==> config.mk <==
export PLATFORM = sky130hd
export DESIGN_NAME = uart_frame_packer_flat
export DESIGN_NICKNAME = d
export VERILOG_FILES = /design/src/rtl/uart_frame_packer_if.sv /design/src/rtl/uart_frame_packer.sv /design/src/flat_wrapper.sv
export SDC_FILE = /design/constraint.sdc
export NUM_CORES = 1
export LEC_CHECK = 0
export ABC_CLOCK_PERIOD_IN_PS = 3370
export CORE_MARGIN = 3
export CORE_UTILIZATION = 38
export DETAILED_ROUTE_END_ITERATION = 7
export GPL_ROUTABILITY_DRIVEN = 0
export PLACE_DENSITY = 0.71
export SLEW_MARGIN = 0
export SYNTH_ARGS = -nofsm -noshare
export SYNTH_HDL_FRONTEND = slang
export SYNTH_SLANG_ARGS = --single-unit
export TNS_END_PERCENT = 100
==> constraint.sdc <==
create_clock -name clk_i -period 3.37 [get_ports clk_i]
set_input_delay 0.674 -clock clk_i [delete_from_list [all_inputs] [get_ports clk_i]]
set_output_delay 0.674 -clock clk_i [all_outputs]
set_load 0.005 [all_outputs]
==> src/rtl/uart_frame_packer_if.sv <==
// Byte-stream handshake between the frame packer and the UART transmitter.
// The master drives tx_valid/tx_data; the slave drives tx_ready.
interface uart_frame_packer_if;
  logic       tx_valid;
  logic [7:0] tx_data;
  logic       tx_ready;

  modport master (
    output tx_valid,
    output tx_data,
    input  tx_ready
  );

  modport slave (
    input  tx_valid,
    input  tx_data,
    output tx_ready
  );
endinterface

==> src/rtl/uart_frame_packer.sv <==
// UART transmit framer: snapshots a payload on start and streams
// SYNC0 SYNC1 DEV_ID LEN [SEQ] payload CRC8 TAIL over a valid/ready handshake.
module uart_frame_packer #(
  parameter int unsigned PAYLOAD_LEN = 26,
  parameter logic [7:0]  SYNC0       = 8'h55,
  parameter logic [7:0]  SYNC1       = 8'hBB,
  parameter logic [7:0]  DEV_ID      = 8'h01,
  parameter logic [7:0]  TAIL        = 8'hF0,
  parameter logic [7:0]  CRC_POLY    = 8'h07,
  parameter logic [7:0]  CRC_INIT    = 8'h00,
  parameter bit          SEQ_EN      = 1'b0
) (
  input  logic                       clk_i,
  input  logic                       rst_ni,
  input  logic                       start_i,
  input  logic [8*PAYLOAD_LEN-1:0]   payload_data_i,
  uart_frame_packer_if.master        tx_if,
  output logic                       busy_o,
  output logic                       frame_done_o
);

  typedef enum logic [2:0] {StIdle, StHdr, StSeq, StPay, StCrc, StTail} state_e;

  localparam logic [7:0] LenByte = 8'(PAYLOAD_LEN);
  localparam logic [7:0] LastIdx = 8'(PAYLOAD_LEN - 1);

  state_e                     state_q;
  logic [7:0]                 idx_q;
  logic [8*PAYLOAD_LEN-1:0]   snap_q;
  logic [7:0]                 crc_q;
  logic [7:0]                 seq_q;
  logic                       tx_valid_q;
  logic [7:0]                 tx_data_q;
  logic                       busy_q;
  logic                       frame_done_q;

  logic       xfer;
  logic [7:0] idx_inc;
  logic [7:0] crc_upd;
  logic [7:0] hdr_nxt;
  logic [7:0] pay_nxt;

  function automatic logic [7:0] crc8_step(input logic [7:0] crc, input logic [7:0] b);
    logic [7:0] c;
    c = crc ^ b;
    for (int i = 0; i < 8; i++) begin
      c = c[7] ? ((c << 1) ^ CRC_POLY) : (c << 1);
    end
    return c;
  endfunction

  // tx_data_q always holds the byte on offer, so it is also the CRC input on transfer.
  always_comb begin
    xfer    = tx_valid_q & tx_if.tx_ready;
    idx_inc = idx_q + 8'd1;
    crc_upd = crc8_step(crc_q, tx_data_q);
    pay_nxt = snap_q[{idx_inc, 3'b000} +: 8];
    case (idx_inc[1:0])
      2'd1:    hdr_nxt = SYNC1;
      2'd2:    hdr_nxt = DEV_ID;
      default: hdr_nxt = LenByte;
    endcase
  end

  always_ff @(posedge clk_i or negedge rst_ni) begin
    if (!rst_ni) begin
      state_q      <= StIdle;
      idx_q        <= 8'd0;
      snap_q       <= '0;
      crc_q        <= CRC_INIT;
      seq_q        <= 8'd0;
      tx_valid_q   <= 1'b0;
      tx_data_q    <= 8'h00;
      busy_q       <= 1'b0;
      frame_done_q <= 1'b0;
    end else begin
      frame_done_q <= 1'b0;
      case (state_q)
        StIdle: begin
          if (start_i) begin
            snap_q     <= payload_data_i;
            crc_q      <= CRC_INIT;
            idx_q      <= 8'd0;
            state_q    <= StHdr;
            busy_q     <= 1'b1;
            tx_valid_q <= 1'b1;
            tx_data_q  <= SYNC0;
          end
        end
        StHdr: begin
          if (xfer) begin
            // SYNC0/SYNC1 (index 0,1) stay out of the CRC.
            if (idx_q >= 8'd2) crc_q <= crc_upd;
            if (idx_q == 8'd3) begin
              idx_q <= 8'd0;
              if (SEQ_EN) begin
                state_q   <= StSeq;
                tx_data_q <= seq_q;
              end else begin
                state_q   <= StPay;
                tx_data_q <= snap_q[7:0];
              end
            end else begin
              idx_q     <= idx_inc;
              tx_data_q <= hdr_nxt;
            end
          end
        end
        StSeq: begin
          if (xfer) begin
            crc_q     <= crc_upd;
            state_q   <= StPay;
            tx_data_q <= snap_q[7:0];
          end
        end
        StPay: begin
          if (xfer) begin
            crc_q <= crc_upd;
            if (idx_q == LastIdx) begin
              state_q   <= StCrc;
              tx_data_q <= crc_upd;
            end else begin
              idx_q     <= idx_inc;
              tx_data_q <= pay_nxt;
            end
          end
        end
        StCrc: begin
          if (xfer) begin
            state_q   <= StTail;
            tx_data_q <= TAIL;
          end
        end
        StTail: begin
          if (xfer) begin
            state_q      <= StIdle;
            busy_q       <= 1'b0;
            tx_valid_q   <= 1'b0;
            tx_data_q    <= 8'h00;
            frame_done_q <= 1'b1;
            seq_q        <= seq_q + 8'd1;
          end
        end
        default: begin
          state_q    <= StIdle;
          busy_q     <= 1'b0;
          tx_valid_q <= 1'b0;
          tx_data_q  <= 8'h00;
        end
      endcase
    end
  end

  assign tx_if.tx_valid = tx_valid_q;
  assign tx_if.tx_data  = tx_data_q;
  assign busy_o         = busy_q;
  assign frame_done_o   = frame_done_q;

endmodule

==> src/flat_wrapper.sv <==
// flat-port wrapper written by rule: the top's interface ports become plain ports
module uart_frame_packer_flat 
#(
  parameter int unsigned PAYLOAD_LEN = 26,
  parameter logic [7:0]  SYNC0       = 8'h55,
  parameter logic [7:0]  SYNC1       = 8'hBB,
  parameter logic [7:0]  DEV_ID      = 8'h01,
  parameter logic [7:0]  TAIL        = 8'hF0,
  parameter logic [7:0]  CRC_POLY    = 8'h07,
  parameter logic [7:0]  CRC_INIT    = 8'h00,
  parameter bit          SEQ_EN      = 1'b0
)
  (clk_i, rst_ni, start_i, payload_data_i, busy_o, frame_done_o, tx_if_tx_valid, tx_if_tx_data, tx_if_tx_ready);
  uart_frame_packer_if tx_if_i ();
  input  logic clk_i;
  input  logic rst_ni;
  input  logic start_i;
  input  logic [8*PAYLOAD_LEN-1:0] payload_data_i;
  output logic busy_o;
  output logic frame_done_o;
  output wire logic [$bits(tx_if_i.tx_valid)-1:0] tx_if_tx_valid;
  output wire logic [$bits(tx_if_i.tx_data)-1:0] tx_if_tx_data;
  input wire logic [$bits(tx_if_i.tx_ready)-1:0] tx_if_tx_ready;
  assign tx_if_tx_valid = tx_if_i.tx_valid;
  assign tx_if_tx_data = tx_if_i.tx_data;
  assign tx_if_i.tx_ready = tx_if_tx_ready;
  uart_frame_packer #(.PAYLOAD_LEN(PAYLOAD_LEN), .SYNC0(SYNC0), .SYNC1(SYNC1), .DEV_ID(DEV_ID), .TAIL(TAIL), .CRC_POLY(CRC_POLY), .CRC_INIT(CRC_INIT), .SEQ_EN(SEQ_EN)) u_core (.clk_i(clk_i), .rst_ni(rst_ni), .start_i(start_i), .payload_data_i(payload_data_i), .tx_if(tx_if_i), .busy_o(busy_o), .frame_done_o(frame_done_o));
endmodule
==> run summary, run 1 <==
The flow ran to the end, and the final reports show no timing, DRC or antenna violations. The worst setup path is launched from a flip-flop. The layer flagged by global routing as most heavily used is met2. The count of vias placed by the detailed router came out at 7782.

The number of vias per cell came out at 5.34. The highest fanout seen on the critical path is 22. The combinational group share of total power is 0.405. In the final timing run, aggregate negative setup slack is 0 ns. In the routed design, unresolved DRC markers number 0. The number of global-route vias before repair is 8320. The number of enable-type register cells in the synthesized netlist came out at 0.

Derived from the worst setup path, the maximum achievable clock frequency is 0.341 GHz. The relative slew slack came out at 0.452. The reg-to-reg setup timing slack came out at 0.44 ns.

The sequential-to-total area share from yosys stat is 0.514. The max-cap check violation count is 0. The hold violation count in the final report came to 0. The area growth from synthesis to layout is 31.5%. The critical path goes through inv_1 -> ha_2 -> buf_4 -> mux4_1 -> a2111oi_0 -> a2111o_1 -> o211ai_1. For this design, the sink count on the clock tree is between 200 and 250. The average wire length per cell after detail routing came out at 21.2 µm.

The slew at the pin closest to its max-slew limit is roughly 0.82 ns. The combined global-route utilization of all metal layers is 0.187. Summed over all layers, the global routing overflow is 0. The power per cell area is 924 nW/µm². The final layout contains routed wiring with a total length of 30.8 mm. The switching share of total power came out at 0.350. The finished cells cover 15200 µm². The dominant synthesized flop cell is sky130_fd_sc_hd__dfrtp_1.

The worst reg-to-reg path cell count is 7. The floorplan step defined a core boundary enclosing 29800 µm². The proportion of register bits with asynchronous set or reset after synthesis came out at 1.00. The cell class contributing the biggest share of worst-path delay is compound AO/OA/AOI/OAI gates. The critical path is of the reg -> reg type. The post-synthesis register bit count came out at 237. The count of final max-slew check failures came out at 0. The maximum resistive drop on vdd is around 0.54 mV. In this run the number of H-tree levels came out at 1. The cell area after placement is ~14000 µm². The start of the worst register-to-register path is u_core.idx_q[0]$_DFFE_PN0P_. The met3 demand-to-capacity share in global routing is 0.0597.

The data arrival time of the worst path came out at 3.33 ns. The number of nets handed over by synthesis was just over 1000. The number of stages on the worst setup path came out at 7. After clock tree synthesis, the repair step resized 0 gates. The fraction of the cycle the final worst path needs is 0.871. Setup repair after global routing left no endpoint under its margin. The clock skew after layout came out at 0.0206 ns.

The initial standard-cell utilization of the core came out at 0.388. At the end of the flow the core is filled with cells to 0.509. The class of the tightest hold or removal check is in -> async. roughly 220 I/O pins were placed. STA classifies the critical path endpoint as a flip-flop.

The global-route met2 utilization is 0.310. The number of setup violations in the final report is 0. At the later pin of the worst-skew pair, clock insertion delay measures 0.56 ns. The number of buffers inserted by port buffering is 222. The die is 180 µm wide. No sink is reached through more buffers than the 3 on the longest clock path.

On the critical path, the stage with the largest delay is an instance of sky130_fd_sc_hd__dfrtp_4. The detailed placer's ending HPWL is 23.5 mm. The Yosys step of the flow raised 0 warnings. The critical path required time came out at between 3 and 4 ns. The tree is rooted in a sky130_fd_sc_hd__clkbuf_16. Once the clock tree was built, the setup fixing pass inserted 0 buffers. The internal cell power came out at 9120 µW. The average instance in the mapped netlist occupies 14.1 µm². The clock share of power is 0.218. The worst register-to-register path ends at u_core.tx_if.tx_data[2]$_DFFE_PN0P_. The clock period could shrink to 2.93 ns. The power dissipated by switching net loads came out at slightly below 5000 µW. In the global route stage, met1 resource usage came out at 0.242. In this run the core area contains 63 standard-cell rows.

Entering global routing, the biggest net connects 102 pins. In the layout the commonest cells are 236 x sky130_fd_sc_hd__dfrtp_1, 221 x sky130_fd_sc_hd__clkdlybuf4s50_1, 109 x sky130_fd_sc_hd__mux2_2. The sum of buffers and inverters on the critical path is 2. After clock tree synthesis, the clock-pin slew on the worst setup and hold paths is 0.07 ns.

The number of distinct library cells after synthesis came out at 61. The total clock buffers created by CTS is 28. The critical path's largest stage delay is 0.68 ns. The floorplan step defined a die boundary enclosing 32500 µm². The die span in y is 180 µm.

The total chip power is 14000 µW. In this run the static leakage power is 0.00628 µW. The net count reported at finish came out at 1260. In the final layout, the share of cells above drive strength 1 is 0.218. The total iterations of the first detailed-routing run is 6.

The area of the mapped netlist came out at around 12000 µm². The synthesized netlist cell count came out at slightly above 800. The post-detailed-route count of antenna-violating nets is 0. The initial detailed-routing violation count is around 460. The initial antenna violation count came out at 0. TritonCTS built the clock tree. The library cell used most frequently in the layout, excluding fill and tap cells, is sky130_fd_sc_hd__dfrtp_1. The first global-routing pass estimated 48.0 mm of wire. The share of total power dissipated in sequential elements is 0.376.

The number of hold buffers added after cts is 0.
-- worst reg2reg max path, delay by kind of cell, from the launching register on --
| family | cells | cell delay (ns) |
|---|---|---|
| DFF | 1 | 0.68 |
| adders and majority gates | 1 | 0.61 |
| AOI/OAI and AO/OA | 3 | 0.76 |
| muxes | 1 | 0.32 |
| buffers and inverters | 2 | 0.43 |
-- layout make-up --
class / instances / area, µm²
fillers: 2538 / 14600
flip-flops and latches: 237 / 5930
multi-input cells: 522 / 5260
repair buffers: 246 / 2490
clock buffers: 39 / 812
well taps: 390 / 488
clock inverters: 12 / 151
inverters: 9 / 33.8
diodes: 1 / 2.50
-- routing by layer --
metal / share of wire / wire [µm]
met1: 0.41 / 12500
met2: 0.49 / 15000
met3: 0.083 / 2540
met4: 0.023 / 697
met5: 0 / 0
-- power by group through the flow --
stage / combinational, µW / sequential [µW] / clock (µW)
finish: 5680 / 5280 / 3060
global placement: 5560 / 5260 / 0
floorplan: 4270 / 4730 / 0
CTS: 5700 / 5260 / 3140
detailed placement: 5660 / 5310 / 0
global route: 6120 / 5450 / 3260
-- Yosys cell counts (3+ instances only) --
| cell type | number | area (µm²) |
|---|---|---|
| sky130_fd_sc_hd__a211oi_1 | 4 | 30.0 |
| sky130_fd_sc_hd__and2_1 | 6 | 37.5 |
| sky130_fd_sc_hd__o211ai_1 | 4 | 30.0 |
| sky130_fd_sc_hd__buf_4 | 14 | 105 |
| sky130_fd_sc_hd__o21ai_1 | 11 | 55.1 |
| sky130_fd_sc_hd__mux4_1 | 11 | 289 |
| sky130_fd_sc_hd__nor2_1 | 17 | 63.8 |
| sky130_fd_sc_hd__o22ai_1 | 7 | 43.8 |
| sky130_fd_sc_hd__mux4_2 | 37 | 833 |
| sky130_fd_sc_hd__buf_2 | 28 | 140 |
| sky130_fd_sc_hd__xnor2_1 | 17 | 149 |
| sky130_fd_sc_hd__mux2i_1 | 10 | 100 |
| sky130_fd_sc_hd__a211o_1 | 4 | 35.0 |
| sky130_fd_sc_hd__clkbuf_1 | 3 | 11.3 |
| sky130_fd_sc_hd__o21ai_0 | 20 | 100 |
| sky130_fd_sc_hd__o31ai_1 | 3 | 22.5 |
| sky130_fd_sc_hd__dfrtp_1 | 237 | 5930 |
| sky130_fd_sc_hd__and3_1 | 6 | 37.5 |
| sky130_fd_sc_hd__xor2_1 | 11 | 96.3 |
| sky130_fd_sc_hd__a22oi_1 | 4 | 30.0 |
| sky130_fd_sc_hd__nor3_1 | 4 | 20.0 |
| sky130_fd_sc_hd__nand4_1 | 3 | 18.8 |
| sky130_fd_sc_hd__nand2b_1 | 8 | 50.1 |
| sky130_fd_sc_hd__a21oi_1 | 16 | 80.1 |
| sky130_fd_sc_hd__ha_1 | 4 | 50.1 |
| sky130_fd_sc_hd__nor2b_1 | 4 | 25.0 |
| sky130_fd_sc_hd__nand3_1 | 13 | 65.1 |
| sky130_fd_sc_hd__a221oi_1 | 8 | 70.1 |
| sky130_fd_sc_hd__mux2_1 | 100 | 1130 |
| sky130_fd_sc_hd__nand2_1 | 45 | 169 |
| sky130_fd_sc_hd__inv_1 | 9 | 33.8 |
| sky130_fd_sc_hd__mux2_2 | 109 | 1230 |
| sky130_fd_sc_hd__a31oi_1 | 7 | 43.8 |
-- cells by family (layout without fill, tap and decap cells) --
kind of cell    Yosys count  count (layout)  share of synthesized area
mux                     267             267                      0.310
fa+ha+maj                 4               4                    0.00433
flops                   237             237                      0.514
xor+xnor                 32              32                     0.0294
other cells               0               1                          0
buf+inv                  59             306                     0.0309
simple gates            118             118                     0.0529
compound gates          101             101                     0.0593
-- worst max-delay path by stage --
stage | from | endpoint
after floorplan | u_core.idx_q[0]$_DFFE_PN0P_ | u_core.tx_if.tx_data[3]$_DFFE_PN0P_
after global placement | start_i | u_core.tx_if.tx_data[2]$_DFFE_PN0P_
after detailed placement | u_core.idx_q[0]$_DFFE_PN0P_ | u_core.tx_if.tx_data[2]$_DFFE_PN0P_
after CTS | u_core.idx_q[0]$_DFFE_PN0P_ | u_core.tx_if.tx_data[2]$_DFFE_PN0P_
after global routing | u_core.idx_q[0]$_DFFE_PN0P_ | u_core.tx_if.tx_data[2]$_DFFE_PN0P_
final | u_core.idx_q[0]$_DFFE_PN0P_ | u_core.tx_if.tx_data[2]$_DFFE_PN0P_
-- through the flow --
step	cells	worst slack, ns	hold WS, ns
after floorplan	818	0.532	0.378
after global placement	1404	0.501	0.461
after detailed placement	1404	0.457	0.468
after CTS	1455	0.426	0.199
after global routing	1455	0.170	0.187
final	1456	0.435	0.125
-- state kept, by name, summed over array words and instances (netlist names) --
register and flops:
u_core.crc_q 8, u_core.frame_done_o 1, u_core.snap_q 208, u_core.state_q 3, u_core.tx_if.tx_data 8, u_core.tx_if.tx_valid 1
u_core.idx_q 8
No activity file was read; power rests on OpenSTA's default activity.
==> run 2: changes to the inputs <==
Settings changed: CORE_ASPECT_RATIO set to 1.75.
==> run 2 against run 1 <==
Against the previous run: first-iteration DRC count rose by 16%; clock power fell by 13%; design area fell by 1.7%; via count fell by 0.26%; global-route usage rose by 0.93 points; worst setup slack got worse by 0.0040 ns; cell count fell by 1.3%; sequential share of layout area rose by 0.68 points; largest cell class unchanged; critical path depth rose by 1; critical path type unchanged.
==> run summary, run 2 (synthesized netlist as in run 1, its figures left out) <==
The class of the tightest hold or removal check is in -> async. The total setup buffers inserted after CTS came out at 0 (unchanged). The number of inserted filler cells in the final layout came to 2566 (+1.1%).

The core box area was 29600 µm² (-0.67%). The largest net degree at the start of global routing came out at 117 (+15%). The residual DRC count came to 0 (unchanged). The number of global-route vias before repair is 8373 (+0.64%). The power dissipated by switching net loads is 4770 µW (-2.7%). Setup repair after global routing left no endpoint under its margin. The number of top-level pins is 223 (unchanged). The number of setup violations in the final report is 0 (unchanged). The die span in y came out at 237 µm (+31%).

The sum of buffers and inverters on the critical path came out at 2 (unchanged). The slowest stage of the critical path belongs to the cell sky130_fd_sc_hd__ha_2. The initial antenna violation count is 5 (+5). The x dimension of the die is 138 µm (-24%). The number of standard-cell rows in the floorplan is 83 (+32%). The combined global-route utilization of all metal layers came to 0.197 (+0.00927).

The number of vias per cell is 5.40 (+1.1%). Leaving out fill and tap cells, the most frequent cell in the layout is sky130_fd_sc_hd__dfrtp_1. The clock tree root buffer cell is sky130_fd_sc_hd__clkbuf_16. The worst setup path is captured at a flip-flop. The maximum count of clock buffers along a single path came to 3 (unchanged). The number of hold buffers added after cts came out at 0 (unchanged). The critical path required time came out at 3.75 ns (-0.02 ns).

The detailed placer's ending HPWL is 24.2 mm (+3.0%). The fraction of the cycle the final worst path needs is 0.872 (+0.00118). The sequential standard cell area came to 5930 µm² (unchanged). The first-pass GRT wire length is 48.7 mm (+1.4%).

The max-cap check violation count came out at 0 (unchanged). The number of buffers inserted by port buffering came to 222 (unchanged). The run finished with clean final reports.

The worst-skew pair later-pin latency came out at 0.52 ns (-0.04 ns). The highest fanout seen on the critical path came out at 20 (-9.1%). The average wire length per cell after detail routing came out at 22.3 µm (+5.5%).

The area of the multi-input gates came to 5270 µm² (+0.14%). The count of vias placed by the detailed router was 7762 (-0.26%). The post-detailed-route count of antenna-violating nets is 0 (unchanged). The clock share of power was 0.196 (-0.022). The cell class contributing the biggest share of worst-path delay is compound AO/OA/AOI/OAI gates. The flip-flop count of the largest register after layout is 208 (unchanged). The internal cell power came to 8870 µW (-2.8%). The count of final max-slew check failures is 0 (unchanged). The critical path's largest stage delay is 0.59 ns (-0.09 ns). The relative slew slack came out at 0.422 (-0.0297).

The total clock buffers created by CTS came out at 24 (-14%). The net count reported at finish came to 1250 (-0.79%). The maximum level of the CTS H-tree came out at 1 (unchanged). The maximum resistive drop on vdd came out at 0.555 mV (+3.3%).

The critical path in this run is classified as reg -> reg. The register with the highest flop count is u_core.snap_q. Relative to the synthesized area, the layout overhead comes to 29.2%. The initial standard-cell utilization of the core is 0.390 (+0.00260). The relative contribution of sequential cells to total power came out at 0.382 (+0.006). The switching share of total power came out at 0.350 (about the same).

The total congestion overflow is 0 (unchanged). The total iterations of the first detailed-routing run is 6 (unchanged). In the layout the commonest cells are 236 x sky130_fd_sc_hd__dfrtp_1, 221 x sky130_fd_sc_hd__clkdlybuf4s50_1, 109 x sky130_fd_sc_hd__mux2_2. The final period demand of the worst path is 2.94 ns (+0.00399 ns). The fraction of layout cells with a size suffix above 1 came out at 0.205 (-0.0131).

The die area is 32600 µm² (+0.26%). STA classifies the critical path startpoint as a flip-flop. The slew at the pin closest to its max-slew limit came out at 0.858 ns (+0.0355 ns). The timing-limited maximum frequency came out at 0.340 GHz (-0.14%). The initial detailed-routing violation count came out at 536 (+16%). The leakage dissipation came out at 0.00615 µW (-1.9%). The number of gates resized after CTS came to 0 (unchanged). The combinational group share of total power came out at 0.422 (+0.017). The final design area excluding fillers came out at 14900 µm² (-1.7%). The signal on the critical path passes through inv_1 -> ha_2 -> buf_12 -> mux4_2 -> and2_1 -> a2111oi_0 -> a2111o_1 -> o211ai_1. The clock sink count came to 237 (unchanged).

The data arrival time of the worst path came out at 3.32 ns (about the same). The clock-pin slew reported for the worst setup and hold paths after clock tree synthesis is 0.06 ns (about the same). The routed wire length came out at 32.1 mm (+4.1%). The power per cell area was 914 nW/µm² (-1.0%).

The accumulated negative setup slack came out at 0 ns (unchanged). The clock skew after layout is 0.00688 ns (-0.0137 ns). The hold violation count in the final report was 0 (unchanged). TritonCTS built the clock tree. The cell area after placement came out at 14100 µm² (-0.60%).
run 2: cell count changes in the layout (fill, tap and decap cells not counted):
cell and change:
sky130_fd_sc_hd__buf_12 -3, sky130_fd_sc_hd__buf_4 -3, sky130_fd_sc_hd__clkbuf_1 +3, sky130_fd_sc_hd__clkbuf_16 -3
sky130_fd_sc_hd__clkbuf_8 -4, sky130_fd_sc_hd__clkinv_16 -1, sky130_fd_sc_hd__clkinv_4 -2, sky130_fd_sc_hd__clkinvlp_4 -1
sky130_fd_sc_hd__diode_2 +4, sky130_fd_sc_hd__inv_8 -1, sky130_fd_sc_hd__xnor2_1 -1, sky130_fd_sc_hd__xnor2_2 +1
run 2: per-stage QoR:
step	utilization	setup slack (ns)	hold WS (ns)	instances	total power (µW)
detailed placement	0.477	0.304	0.468	1390	11000
finish	0.504	0.431	0.170	1437	13600
CTS	0.504	0.383	0.205	1432	13700
global placement	0.477	0.404	0.459	1390	10900
global route	0.504	0.205	0.202	1437	14400
floorplan	-	0.532	0.378	818	9000
run 2: worst paths after layout:
check	from	cells past startpoint	to	slack, ns
setup / recovery	u_core.idx_q[0]$_DFFE_PN0P_	8	u_core.tx_if.tx_data[2]$_DFFE_PN0P_	0.43
hold / removal	rst_ni	1	u_core.snap_q[99]$_DFFE_PN0P_	0.17
setup reg to reg	u_core.idx_q[0]$_DFFE_PN0P_	8	u_core.tx_if.tx_data[2]$_DFFE_PN0P_	0.43
hold reg to reg	u_core.snap_q[34]$_DFFE_PN0P_	1	u_core.snap_q[34]$_DFFE_PN0P_	0.48
max in group asynchronous	rst_ni	2	u_core.crc_q[4]$_DFFE_PN0P_	2.28
min in group clk_i	u_core.snap_q[34]$_DFFE_PN0P_	1	u_core.snap_q[34]$_DFFE_PN0P_	0.48
run 2: power by group through the flow:
stage,combinational (µW),sequential (µW),clock [µW]
CTS,5820,5190,2730
detailed placement,5780,5240,0
global placement,5680,5190,0
finish,5760,5210,2670
floorplan,4270,4730,0
global route,6220,5340,2840
run 2: worst reg2reg max path, cell delays in order (launching register included):
cell,delay (ns)
sky130_fd_sc_hd__dfrtp_4,0.58
sky130_fd_sc_hd__inv_1,0.11
sky130_fd_sc_hd__ha_2,0.59
sky130_fd_sc_hd__buf_12,0.25
sky130_fd_sc_hd__mux4_2,0.32
sky130_fd_sc_hd__and2_1,0.17
sky130_fd_sc_hd__a2111oi_0,0.51
sky130_fd_sc_hd__a2111o_1,0.20
sky130_fd_sc_hd__o211ai_1,0.07
run 2: metal layers:
layer / track usage / wire length [µm] / vias up
met2: 0.376 / 18400 / 237
li1: - / - / 3470
met4: 0.0782 / 1290 / 0
met5: 0 / 0 / -
met1: 0.212 / 10900 / 3986
met3: 0.0274 / 1490 / 69
run 2: layout make-up:
cell class,instances,area share
well taps,382,0.0320
repair buffers,240,0.162
inverters,9,0.00226
clock buffers,35,0.0465
diodes,5,0.000839
flip-flops and latches,237,0.398
clock inverters,7,0.00570
multi-input cells,522,0.353
